===== config.mk =====
export PLATFORM = sky130hd
export DESIGN_NAME = user_port_joy_rx
export DESIGN_NICKNAME = d
export VERILOG_FILES = /design/src/rtl/poly_user_pkg.sv /design/src/rtl/pp_sync2.sv /design/src/rtl/user_port_joy_rx.sv
export SDC_FILE = /design/constraint.sdc
export NUM_CORES = 1
export LEC_CHECK = 0
export ABC_AREA = 1
export BUFFER_PORTS_ARGS = -buffer_cell sky130_fd_sc_hd__buf_2
export CAP_MARGIN = 20
export CELL_PAD_IN_SITES_DETAIL_PLACEMENT = 1
export CELL_PAD_IN_SITES_GLOBAL_PLACEMENT = 1
export CORE_MARGIN = 5
export CORE_UTILIZATION = 45
export DETAILED_ROUTE_END_ITERATION = 6
export GPL_ROUTABILITY_DRIVEN = 1
export PLACE_DENSITY_LB_ADDON = 0.1
export SYNTH_ARGS = -nofsm -noshare
export SYNTH_HDL_FRONTEND = slang
export SYNTH_SLANG_ARGS = --single-unit

===== constraint.sdc =====
create_clock -name clk_sys -period 3.11 [get_ports clk_sys]
set_input_delay 0.622 -clock clk_sys [delete_from_list [all_inputs] [get_ports clk_sys]]
set_output_delay 0.622 -clock clk_sys [all_outputs]
set_load 0.01 [all_outputs]

===== src/rtl/poly_user_pkg.sv =====
// Shared types and bit maps for the PolyPlay user-port joystick path:
// SNES serial bit order on one side, joystick_0 bit layout on the other.
package poly_user_pkg;

  typedef enum logic [2:0] {
    UJR_IDLE,
    UJR_LATCH,
    UJR_SETTLE,
    UJR_CLK_LO,
    UJR_CLK_HI,
    UJR_DONE
  } ujr_state_t;

  // Position of each button in the pad's serial stream.
  localparam int SNES_B      = 0;
  localparam int SNES_Y      = 1;
  localparam int SNES_SELECT = 2;
  localparam int SNES_START  = 3;
  localparam int SNES_UP     = 4;
  localparam int SNES_DOWN   = 5;
  localparam int SNES_LEFT   = 6;
  localparam int SNES_RIGHT  = 7;
  localparam int SNES_A      = 8;
  localparam int SNES_X      = 9;
  localparam int SNES_L      = 10;
  localparam int SNES_R      = 11;

  // joystick_0 bit positions, also used by the OR-merge in emu.
  localparam int JOY_RIGHT  = 0;
  localparam int JOY_LEFT   = 1;
  localparam int JOY_DOWN   = 2;
  localparam int JOY_UP     = 3;
  localparam int JOY_A      = 4;
  localparam int JOY_B      = 5;
  localparam int JOY_X      = 6;
  localparam int JOY_Y      = 7;
  localparam int JOY_L      = 8;
  localparam int JOY_R      = 9;
  localparam int JOY_SELECT = 10;
  localparam int JOY_START  = 11;

  localparam int JOY_BTN_W  = 12;

  function automatic logic [JOY_BTN_W-1:0] snes_to_joy(input logic [15:0] raw);
    logic [JOY_BTN_W-1:0] joy;
    joy             = '0;
    joy[JOY_RIGHT]  = raw[SNES_RIGHT];
    joy[JOY_LEFT]   = raw[SNES_LEFT];
    joy[JOY_DOWN]   = raw[SNES_DOWN];
    joy[JOY_UP]     = raw[SNES_UP];
    joy[JOY_A]      = raw[SNES_A];
    joy[JOY_B]      = raw[SNES_B];
    joy[JOY_X]      = raw[SNES_X];
    joy[JOY_Y]      = raw[SNES_Y];
    joy[JOY_L]      = raw[SNES_L];
    joy[JOY_R]      = raw[SNES_R];
    joy[JOY_SELECT] = raw[SNES_SELECT];
    joy[JOY_START]  = raw[SNES_START];
    return joy;
  endfunction

endpackage


===== src/rtl/pp_sync2.sv =====
// Generic two-flop synchroniser for asynchronous user-port inputs.
module pp_sync2 #(
  parameter int               WIDTH   = 1,
  parameter logic [WIDTH-1:0] RST_VAL = '1
) (
  input  logic             clk_sys,
  input  logic             reset,
  input  logic [WIDTH-1:0] d,
  output logic [WIDTH-1:0] q
);

  logic [WIDTH-1:0] meta;

  // NOTE: non-blocking assignments make both flops sample the pre-edge value,
  // keeping this a true two-stage pipeline rather than a single wire.
  always_ff @(posedge clk_sys) begin
    if (reset) begin
      meta <= RST_VAL;
      q    <= RST_VAL;
    end else begin
      meta <= d;
      q    <= meta;
    end
  end

endmodule


===== src/rtl/user_port_joy_rx.sv =====
// Polls a SNES-style serial pad on the user port and presents a debounced
// joystick word in the joystick_0 layout, plus a frame strobe and fault flag.
module user_port_joy_rx
  import poly_user_pkg::*;
#(
  parameter int HALF_CYC = 300,
  parameter int POLL_CYC = 833333
) (
  input  logic        clk_sys,
  input  logic        reset,
  input  logic [6:0]  USER_IN,
  output logic [6:0]  USER_OUT,
  output logic [31:0] joy_out,
  output logic        joy_valid,
  output logic        pad_fault
);

  localparam int HCNT_W = $clog2(2 * HALF_CYC);
  localparam int POLL_W = $clog2(POLL_CYC);

  localparam logic [HCNT_W-1:0] HALF_LAST  = HCNT_W'(HALF_CYC - 1);
  localparam logic [HCNT_W-1:0] LATCH_LAST = HCNT_W'(2 * HALF_CYC - 1);
  localparam logic [POLL_W-1:0] POLL_LAST  = POLL_W'(POLL_CYC - 1);

  ujr_state_t state_q, state_d;

  logic [HCNT_W-1:0]    half_cnt;
  logic [POLL_W-1:0]    poll_cnt;
  logic [3:0]           bit_idx;
  logic [15:0]          raw;
  logic [JOY_BTN_W-1:0] joy_btn;
  logic [JOY_BTN_W-1:0] joy_prev;
  logic [JOY_BTN_W-1:0] joy_mapped;

  logic pad_data;
  logic phase_end;
  logic latch_pin;
  logic clock_pin;
  logic frame_start;
  logic sample_en;

  // Only pin 5 is an input to this block; the rest belong to other users.
  logic unused_user_in;
  assign unused_user_in = ^{USER_IN[6], USER_IN[4:0]};

  pp_sync2 #(
    .WIDTH   (1),
    .RST_VAL (1'b1)
  ) u_sync (
    .clk_sys (clk_sys),
    .reset   (reset),
    .d       (USER_IN[5]),
    .q       (pad_data)
  );

  always_ff @(posedge clk_sys) begin
    if (reset) state_q <= UJR_IDLE;
    else       state_q <= state_d;
  end

  // NOTE: every output of this block gets a default before the case so no
  // path leaves a signal unassigned, which would infer a latch.
  always_comb begin
    state_d     = state_q;
    phase_end   = 1'b0;
    latch_pin   = 1'b0;
    clock_pin   = 1'b1;
    joy_valid   = 1'b0;
    frame_start = 1'b0;
    unique case (state_q)
      UJR_IDLE: begin
        frame_start = (poll_cnt == POLL_LAST);
        if (frame_start) state_d = UJR_LATCH;
      end
      UJR_LATCH: begin
        latch_pin = 1'b1;
        phase_end = (half_cnt == LATCH_LAST);
        if (phase_end) state_d = UJR_SETTLE;
      end
      UJR_SETTLE: begin
        phase_end = (half_cnt == HALF_LAST);
        if (phase_end) state_d = UJR_CLK_LO;
      end
      UJR_CLK_LO: begin
        clock_pin = 1'b0;
        phase_end = (half_cnt == HALF_LAST);
        if (phase_end) state_d = UJR_CLK_HI;
      end
      UJR_CLK_HI: begin
        phase_end = (half_cnt == HALF_LAST);
        if (phase_end) state_d = (bit_idx == 4'd15) ? UJR_DONE : UJR_CLK_LO;
      end
      UJR_DONE: begin
        joy_valid = 1'b1;
        state_d   = UJR_IDLE;
      end
      default: state_d = UJR_IDLE;
    endcase
  end

  // Bit 0 arrives right after the latch; bits 1..15 follow each clock rise.
  assign sample_en  = phase_end && ((state_q == UJR_SETTLE) || (state_q == UJR_CLK_HI));
  assign joy_mapped = snes_to_joy(raw);

  // NOTE: the raw frame buffer is reset along with the control state so a
  // frame cut short by reset can never leak stale bits into a later DONE.
  always_ff @(posedge clk_sys) begin
    if (reset) begin
      poll_cnt  <= POLL_LAST;
      half_cnt  <= '0;
      bit_idx   <= '0;
      raw       <= '0;
      joy_btn   <= '0;
      joy_prev  <= '0;
      pad_fault <= 1'b0;
    end else begin
      poll_cnt <= frame_start ? '0 : poll_cnt + POLL_W'(1);

      if ((state_d != state_q) || (state_q == UJR_IDLE) || (state_q == UJR_DONE))
        half_cnt <= '0;
      else
        half_cnt <= half_cnt + HCNT_W'(1);

      if (frame_start) begin
        bit_idx <= '0;
        raw     <= '0;
      end else if (sample_en) begin
        raw[bit_idx] <= ~pad_data;
        bit_idx      <= bit_idx + 4'd1;
      end

      if (state_q == UJR_DONE) begin
        if (raw == 16'hFFFF) begin
          // Data line held low for the whole frame: no pad or a shorted pin.
          pad_fault <= 1'b1;
          joy_btn   <= '0;
          joy_prev  <= '0;
        end else begin
          pad_fault <= 1'b0;
          if (joy_mapped == joy_prev) joy_btn <= joy_mapped;
          joy_prev <= joy_mapped;
        end
      end
    end
  end

  assign USER_OUT = {5'b11111, clock_pin, latch_pin};
  assign joy_out  = {{(32 - JOY_BTN_W){1'b0}}, joy_btn};

endmodule


After elaboration in Yosys (flattened, before gate mapping)
Cells that the tools add are included.
{ "word_totals": {"ff_bits": 80, "in_bits": 9, "output_inout_bits": 41, "wordCells": 60} }
{ "classes": {"add_sub_neg": 3, "order_cmp": 2, "eq_ne": 12, "n_mux": 20, "n_bitwise": 1, "reduce_logical": 11} }
{ "op_table": {"columns": ["cell", "n"], "rows": [
  ["$mux W12", 3],
  ["$add A20 B1 Y20 const B", 1],
  ["$eq A20 B20 Y1 const B", 1],
  ["$mux W20", 1],
  ["$mux W3", 6],
  ["$bwmux W16", 1],
  ["$eq A16 B16 Y1 const B", 1],
  ["$pmux W3 S5", 1],
  ["$eq A12 B12 Y1", 1],
  ["$add A10 B1 Y10 const B", 1],
  ["$eq A10 B10 Y1 const B", 1],
  ["$eq A10 B9 Y1 const B", 1],
  ["$eq A3 B2 Y1 const B", 2],
  ["$eq A3 B3 Y1 const B", 2],
  ["$mux W1", 6],
  ["$lt A4 B5 Y1 const B", 1],
  ["$add A4 B1 Y4 const B", 1],
  ["$demux W1 S4", 1],
  ["$eq A4 B4 Y1 const B", 1],
  ["$ge A4 B1 Y1 const B", 1],
  ["$reduce_or A2 Y1", 2],
  ["$eq A3 B1 Y1 const B", 1],
  ["$logic_not A3 Y1", 1],
  ["$logic_or A1 B1 Y1", 3],
  ["7 further kinds", 8]
]} }

Longest topological paths before layout
Gate-level depths: netlist (run 1).
{ "logic_depth": {"depth_word": 8, "mapped_depth": 12, "ltp_nobuf": 11} }

Modules after synthesis
A second synthesis (run 1) with hierarchy kept.
{ "unflattened": {"hier_cells": 645, "hier_area_um2": 4365.4} }
{ "by_module_without_submodules": {"columns": ["mod", "instances", "cells_each", "area_each_um2", "seq_area_each_um2"], "rows": [
  ["user_port_joy_rx", 1, 638, 4306.6, 1561.5],
  ["pp_sync2", 1, 7, 58.8, 40.0]
]} }

Worst setup path after synthesis (run 1)
Ideal clock, no wire load.
{ "synth_timing": {"path_type": "register -> output", "startpoint": "reg state_q[2]", "endpoint": "out joy_valid", "arrival_ns": 0.872, "setup_slack_ns": 1.616, "stages_incl_launch_ff": 4, "path_cell_list": "dfxtp_1 > inv_2 > nor3_2 > buf_2"} }
{ "synth_between": {"elab_chain_len": 2} }
{ "synth_rtl": {"columns": ["item", "line", "rtl"], "rows": [
  ["start, declared", "user_port_joy_rx.sv:25", "ujr_state_t state_q, state_d;"],
  ["start signal, assigned", "user_port_joy_rx.sv:58", "else state_q <= state_d;"],
  ["$eq A3 B3 Y1", "user_port_joy_rx.sv:70", "unique case (state_q)"],
  ["$mux W1", "user_port_joy_rx.sv:70", null],
  ["end, declared", "user_port_joy_rx.sv:14", "output logic joy_valid,"]
]} }
Every way passes these cells.

Worst setup path after layout (run 1)
Same ends and word-level chain as after synthesis.

==> out/metrics.csv, run 1 <==
metric,value,unit
synth_area_per_cell,6.88,um2
vias,3861,
io_buffers,18,
outcome,completed,
cp_data_arrival_time,1590,ps
grt_usage,20.5,%
gp_congestion,0.818,
cts_root_buf,clkbuf_8,
fin_setup_tns,0,ps
start_util,46.4,%
die_w,108,um
fin_area,4610,um2
ys_async_sr_fraction,0,%
max-vdd-ir-drop,0.306,mV
fillers,1264,
end_kind,primary output,
first_global_vias,4136,
seq_area_frac_synth,37.0,%
core,9330,um2
dieArea,11700,um2
cts_resized,0,
grt_pass1_wl,19300,um
setup_slack,900,ps
cts_tree,done,
ys_seq_elements,80,
clock_latency,360,ps
cp_top_family,flip-flops,
yosys_warnings,0,
postRouteAntennaNets,0,
finalSetupViolations,0,
cp_slowest_cell,dfxtp_1,
fin_nets,661,
ys_types,39,
hold_buffers,0,
row_count,35,
synth.top_cell.area_share,37.0,%
critPathKind,register to primary output,
path_clk_slew,90,ps
skew,9.35,ps
critical_path_buf_inv_count,2,
max_freq,452,MHz
first_pass_iters,4,
final_cell_mix,"nand2_1, nor2_1, dfxtp_1, inv_1, conb_1",
min_period,2210,ps
p_leak,2.18,nW
cp-startpoint,state_q[2],
drcViolationCount,0,
crit_path_max_fanout,6,
cts_buffer_depth,2,
cpPeakStageDelay,480,ps
drtIter0Drc,63,
place_area,4410,um2
cts_setup_buffers,0,
maxSlewViolCount,0,
htreeDepth,3,
final_common_cell,nand2_1,
regToRegStartpoint,state_q[2],
synth_cells,629,
grt-ovfl-total,0,
dp_hpwl,8330,um
rsz0062_at_grt,false,
synth_area,4330,um2
synth-edff-count,0,
die_h,108,um
regArea,1600,um2
pin_count,50,
avgViaCountPerCell,4.96,
drive_above_1_share,10.6,%
synth_area_leaders,"dfxtp_1, nand2_1, nor2_1, inv_1, buf_4",
maxCapViolCount,0,
finalCritPeriodShare,71.1,%
wire_per_inst,14.3,um
ys.flop_type,dfxtp_1,
powerDensity,442,nW/um2
grt_antenna_before_repair,0,
dp_slack,1140,ps
worstHoldStart,u_sync.meta,
areaGrowthSynthToFinish,6.53,%
hp-class,register to register,
diodes,0,
grt_max_degree,26,
hold_viol_final,0,
wl,11200,um
yosys.area.top_type,dfxtp_1,
multi_input_area,2230,um2
path_cells,inv_2 -> nor3_2 -> buf_2,
start_kind,register,
cts.sink_count,80,
cp_data_required_time,2490,ps
cts_made_buffers,9,
[through the flow]
step / std cells / power [mW] / hold WS (ps) / utilization (%)
after floorplan: 652 / 1.25 / 389 / -
after global placement: 763 / 1.26 / 395 / 47.3
after detailed placement: 763 / 1.26 / 400 / 47.3
after CTS: 779 / 2.06 / 421 / 49.4
after global routing: 779 / 2.13 / 441 / 49.4
final: 779 / 2.04 / 416 / 49.4
[metal layers]
layer | routed length (um) | share of wire [%] | GRT usage [%] | vias to the layer above
li1 | - | - | - | 1959
met1 | 4960 | 44 | 23.7 | 1858
met2 | 5830 | 52 | 38.4 | 32
met3 | 203 | 1.8 | 2.99 | 12
met4 | 171 | 1.5 | 6.76 | 0
met5 | 0 | 0 | 0 | -
[state kept, by name, summed over array words and instances, names as in the netlist]
register and count:
joy_btn 12, half_cnt 10, poll_cnt 20, bit_idx 4
u_sync.meta 1, joy_prev 12, state_q 3, u_sync.q 1
raw 16, pad_fault 1
[logic make-up (layout without fill, tap and decap cells)]
family          after synthesis  in the layout  synth area share (%)
flops                        80             80                  37.0
buf+inv                     119            117                  13.4
compound gates               44             44                  6.48
fa+ha+maj                     7              7                  2.02
other cells                   2             25                 0.174
xor+xnor                     22             22                  4.45
simple gates                355            355                  36.5
[synth_stat cells, types with 7 or more instances]
cell type	number
nor2_1	121
a21oi_1	11
ha_1	7
inv_1	75
xnor2_1	12
nand4_1	16
nand3_1	23
buf_4	27
o21ai_0	18
nor3_1	23
xor2_1	10
nand2_1	143
dfxtp_1	80
[worst register-to-register path, stage by stage, from the launching register on]
cell and delay (ps):
dfxtp_1 480, inv_2 90, nor3_2 430, inv_1 350
nand2_1 140, nor2_1 70, nand2_2 180, nor3_1 100
[power breakdown]
part	leakage [nW]	switching, mW	total [mW]	internal [mW]
clock	0.0993	0.408	0.801	0.392
sequential	0.648	0.0262	1.07	1.04
combinational	1.43	0.119	0.168	0.0492
[layout make-up]
class | instances | share of cell area [%]
Multi-Input combinational cell | 453 | 48.5
Sequential cell | 80 | 34.7
Inverter | 80 | 6.57
Tap cell | 129 | 3.50
Clock buffer | 11 | 3.07
Timing Repair Buffer | 21 | 2.44
Clock inverter | 5 | 1.22
[path summary, 6_finish.rpt]
check,to,slack [ps],depth (start not counted)
hold reg to reg,u_sync.q,420,1
setup / recovery,joy_valid,900,3
setup reg to reg,half_cnt[4],1150,7
hold / removal,u_sync.q,420,1
No activity file was read; power rests on OpenSTA's default activity.
==> inputs of run 2 (changes only) <==
--- a/config.mk
+++ b/config.mk
@@ -5,13 +5,13 @@
 export SDC_FILE = /design/constraint.sdc
 export NUM_CORES = 1
 export LEC_CHECK = 0
-export ABC_AREA = 1
+export ABC_AREA = 0
 export BUFFER_PORTS_ARGS = -buffer_cell sky130_fd_sc_hd__buf_2
 export CAP_MARGIN = 20
 export CELL_PAD_IN_SITES_DETAIL_PLACEMENT = 1
 export CELL_PAD_IN_SITES_GLOBAL_PLACEMENT = 1
 export CORE_MARGIN = 5
-export CORE_UTILIZATION = 45
+export CORE_UTILIZATION = 43
 export DETAILED_ROUTE_END_ITERATION = 6
 export GPL_ROUTABILITY_DRIVEN = 1
 export PLACE_DENSITY_LB_ADDON = 0.1
==> constraint.sdc (replaced) <==
create_clock -name clk_sys -period 2.3 [get_ports clk_sys]
set_input_delay 0.46 -clock clk_sys [delete_from_list [all_inputs] [get_ports clk_sys]]
set_output_delay 0.46 -clock clk_sys [all_outputs]
set_load 0.01 [all_outputs]
==> run 2 against run 1 <==
Worst hold slack worse by 130 ps. Global-route usage is 3.1 points lower. Wire length is 15% lower. Critical path type is now register to register. Critical endpoint is now poll_cnt[12].
==> out/metrics.csv, run 2 <==
metric,value,unit
skew,11.1,ps
setup.worst_path.end,poll_cnt[12],
hold_buffers,0,
max-vdd-ir-drop,0.372,mV
cpPeakStageDelay,460,ps
cp_data_arrival_time,2220,ps
grt_max_degree,31,
crit_path_max_fanout,7,
yosys_warnings,0,
first_global_vias,3234,
synth_area,3890,um2
dp_slack,301,ps
synth_cells,453,
layoutNonFillerInstCount,582,
dr_wl_met3,281,um
path_cells,or4b_1 -> nor3_1 -> and3_1 -> buf_4 -> nand3b_1 -> o211ai_1,
cts_resized,0,
regToRegStartpoint,poll_cnt[15],
wire_per_inst,16.3,um
synth-edff-count,0,
row_count,34,
wl_met2,4490,um
final_common_cell,dfxtp_1,
htreeDepth,3,
rsz0062_at_grt,false,
cts_setup_buffers,0,
dieArea,11000,um2
regToRegEndpoint,poll_cnt[12],
grt_antenna_before_repair,0,
fin_nets,485,
grt_pass1_wl,15900,um
maxSlewViolCount,0,
first_pass_iters,4,
clock_latency,350,ps
top_regs,"poll_cnt (20), raw (16)",
min_period,2010,ps
areaGrowthSynthToFinish,8.11,%
max_freq,498,MHz
ys_types,48,
drcViolationCount,0,
cts.sink_count,80,
cts_buffer_depth,2,
reg2regPathDepth,6,
synthMostInstantiatedCell,dfxtp_1,
top_layer,met4,
dp_hpwl,6790,um
regMostFlops,poll_cnt,
fin_setup_tns,0,ps
start_util,44.3,%
start_kind,register,
grt-ovfl-total,0,
cts_tree,done,
drive_above_1_share,11.6,%
tightest_slew,604,ps
synth_area_per_cell,8.58,um2
r2r_setup_slack,290,ps
ys_seq_elements,80,
ys_async_sr_fraction,0,%
grt_usage,17.4,%
hold_viol_final,0,
cp_slowest_cell,or4b_1,
wl,9470,um
seq_area_frac_synth,41.2,%
die_w,105,um
gp_congestion,0.780,
cp_data_required_time,2510,ps
cts_root_buf,clkbuf_8,
finalCritPeriodShare,87.2,%
avgViaCountPerCell,5.51,
cp-startpoint,poll_cnt[15],
end_kind,register,
slew_headroom,59.4,%
hp-class,input port to register,
critPathKind,register to register,
drtIter0Drc,134,
postRouteAntennaNets,0,
die_h,105,um
largest_reg_flops,20,
powerDensity,865,nW/um2
io_buffers,18,
finalSetupViolations,0,
hold_ws,291,ps
met1_length,4590,um
setup_slack,294,ps
synthTopCellsByCount,"dfxtp_1, nor2_1, buf_4, nand3_1",
maxCapViolCount,0,
ys.flop_type,dfxtp_1,
core,8760,um2
cts_made_buffers,9,
synth.top_cell.area_share,41.2,%
diodes,0,
vias,3207,
outcome,completed,
synth_area_leaders,"dfxtp_1, buf_4, xor2_1, nand3_1, a21oi_1",
pin_count,50,
final_cell_mix,"dfxtp_1, nor2_1, nand3_1, nand2_1, a21oi_1",
p_leak,1.67,nW
path_clk_slew,90,ps
post-place-cells,566,
yosys.area.top_type,dfxtp_1,
fin_total_pwr,3.63,mW
[run 2: changes by cell type in the layout (fill, tap and decap cells not counted), sizes merged, moves of 14 or more]
cell / before / now
nor2: 125 / 37
inv: 80 / 15
nor3: 27 / 9
nand2: 150 / 31
a21oi: 11 / 31
xor2: 10 / 26
or3: 0 / 14
[run 2: per-stage QoR]
step / utilization (%) / area [um2]
3_5_place_dp: 45.3 / 3970
5_1_grt: 47.9 / 4200
6_report: 47.9 / 4200
4_1_cts: 47.9 / 4200
3_3_place_gp: 45.3 / 3970
2_1_floorplan: - / 3970
[run 2: cells by family (layout without fill, tap and decap cells)]
kind of cell	count (synthesis)	count (layout)	synth area share, %
buffers and inverters	62	60	9.53
flip-flops	80	80	41.2
other	2	25	0.193
AND/OR/NAND/NOR	174	174	23.5
AO/OA/AOI/OAI	89	89	14.5
adder cells (fa/ha/maj)	7	7	2.25
multiplexers	1	1	0.258
XOR/XNOR	38	38	8.56
[run 2: cell type report]
type / instances / area (um2)
fill: 1050 / 4560
multi-input combinational: 334 / 2000
sequential: 80 / 1600
timing repair buffer: 31 / 188
clock buffer: 10 / 138
tap: 108 / 135
clock inverter: 6 / 90.1
inverter: 13 / 48.8
[run 2: layer usage]
layer  up-vias  GRT usage [%]
li1       1575              -
met1      1580           22.3
met2        43           29.1
met3         9           4.07
met4         0           5.11
met5         -              0
[run 2: worst max-delay path, delay by kind of cell (launching register included)]
kind | cells | cell delay [ps]
AND/OR/NAND/NOR | 4 | 1140
AO/OA/AOI/OAI | 1 | 100
flip-flops | 1 | 410
buffers and inverters | 1 | 210
[run 2: worst min-delay path by stage]
stage	endpoint	depth (start not counted)	slack [ps]	from
floorplan	u_sync.q	1	390	u_sync.meta
global placement	u_sync.q	1	390	u_sync.meta
detailed placement	u_sync.q	1	400	u_sync.meta
CTS	u_sync.meta	2	270	USER_IN[5]
global route	u_sync.meta	2	270	USER_IN[5]
finish	u_sync.meta	2	290	USER_IN[5]
[run 2: where the power goes]
group / internal [mW] / switching [mW] / leakage [nW]
Combinational: 0.299 / 0.483 / 0.907
Sequential: 1.52 / 0.149 / 0.647
Clock: 0.647 / 0.534 / 0.113
Total: 2.47 / 1.17 / 1.67
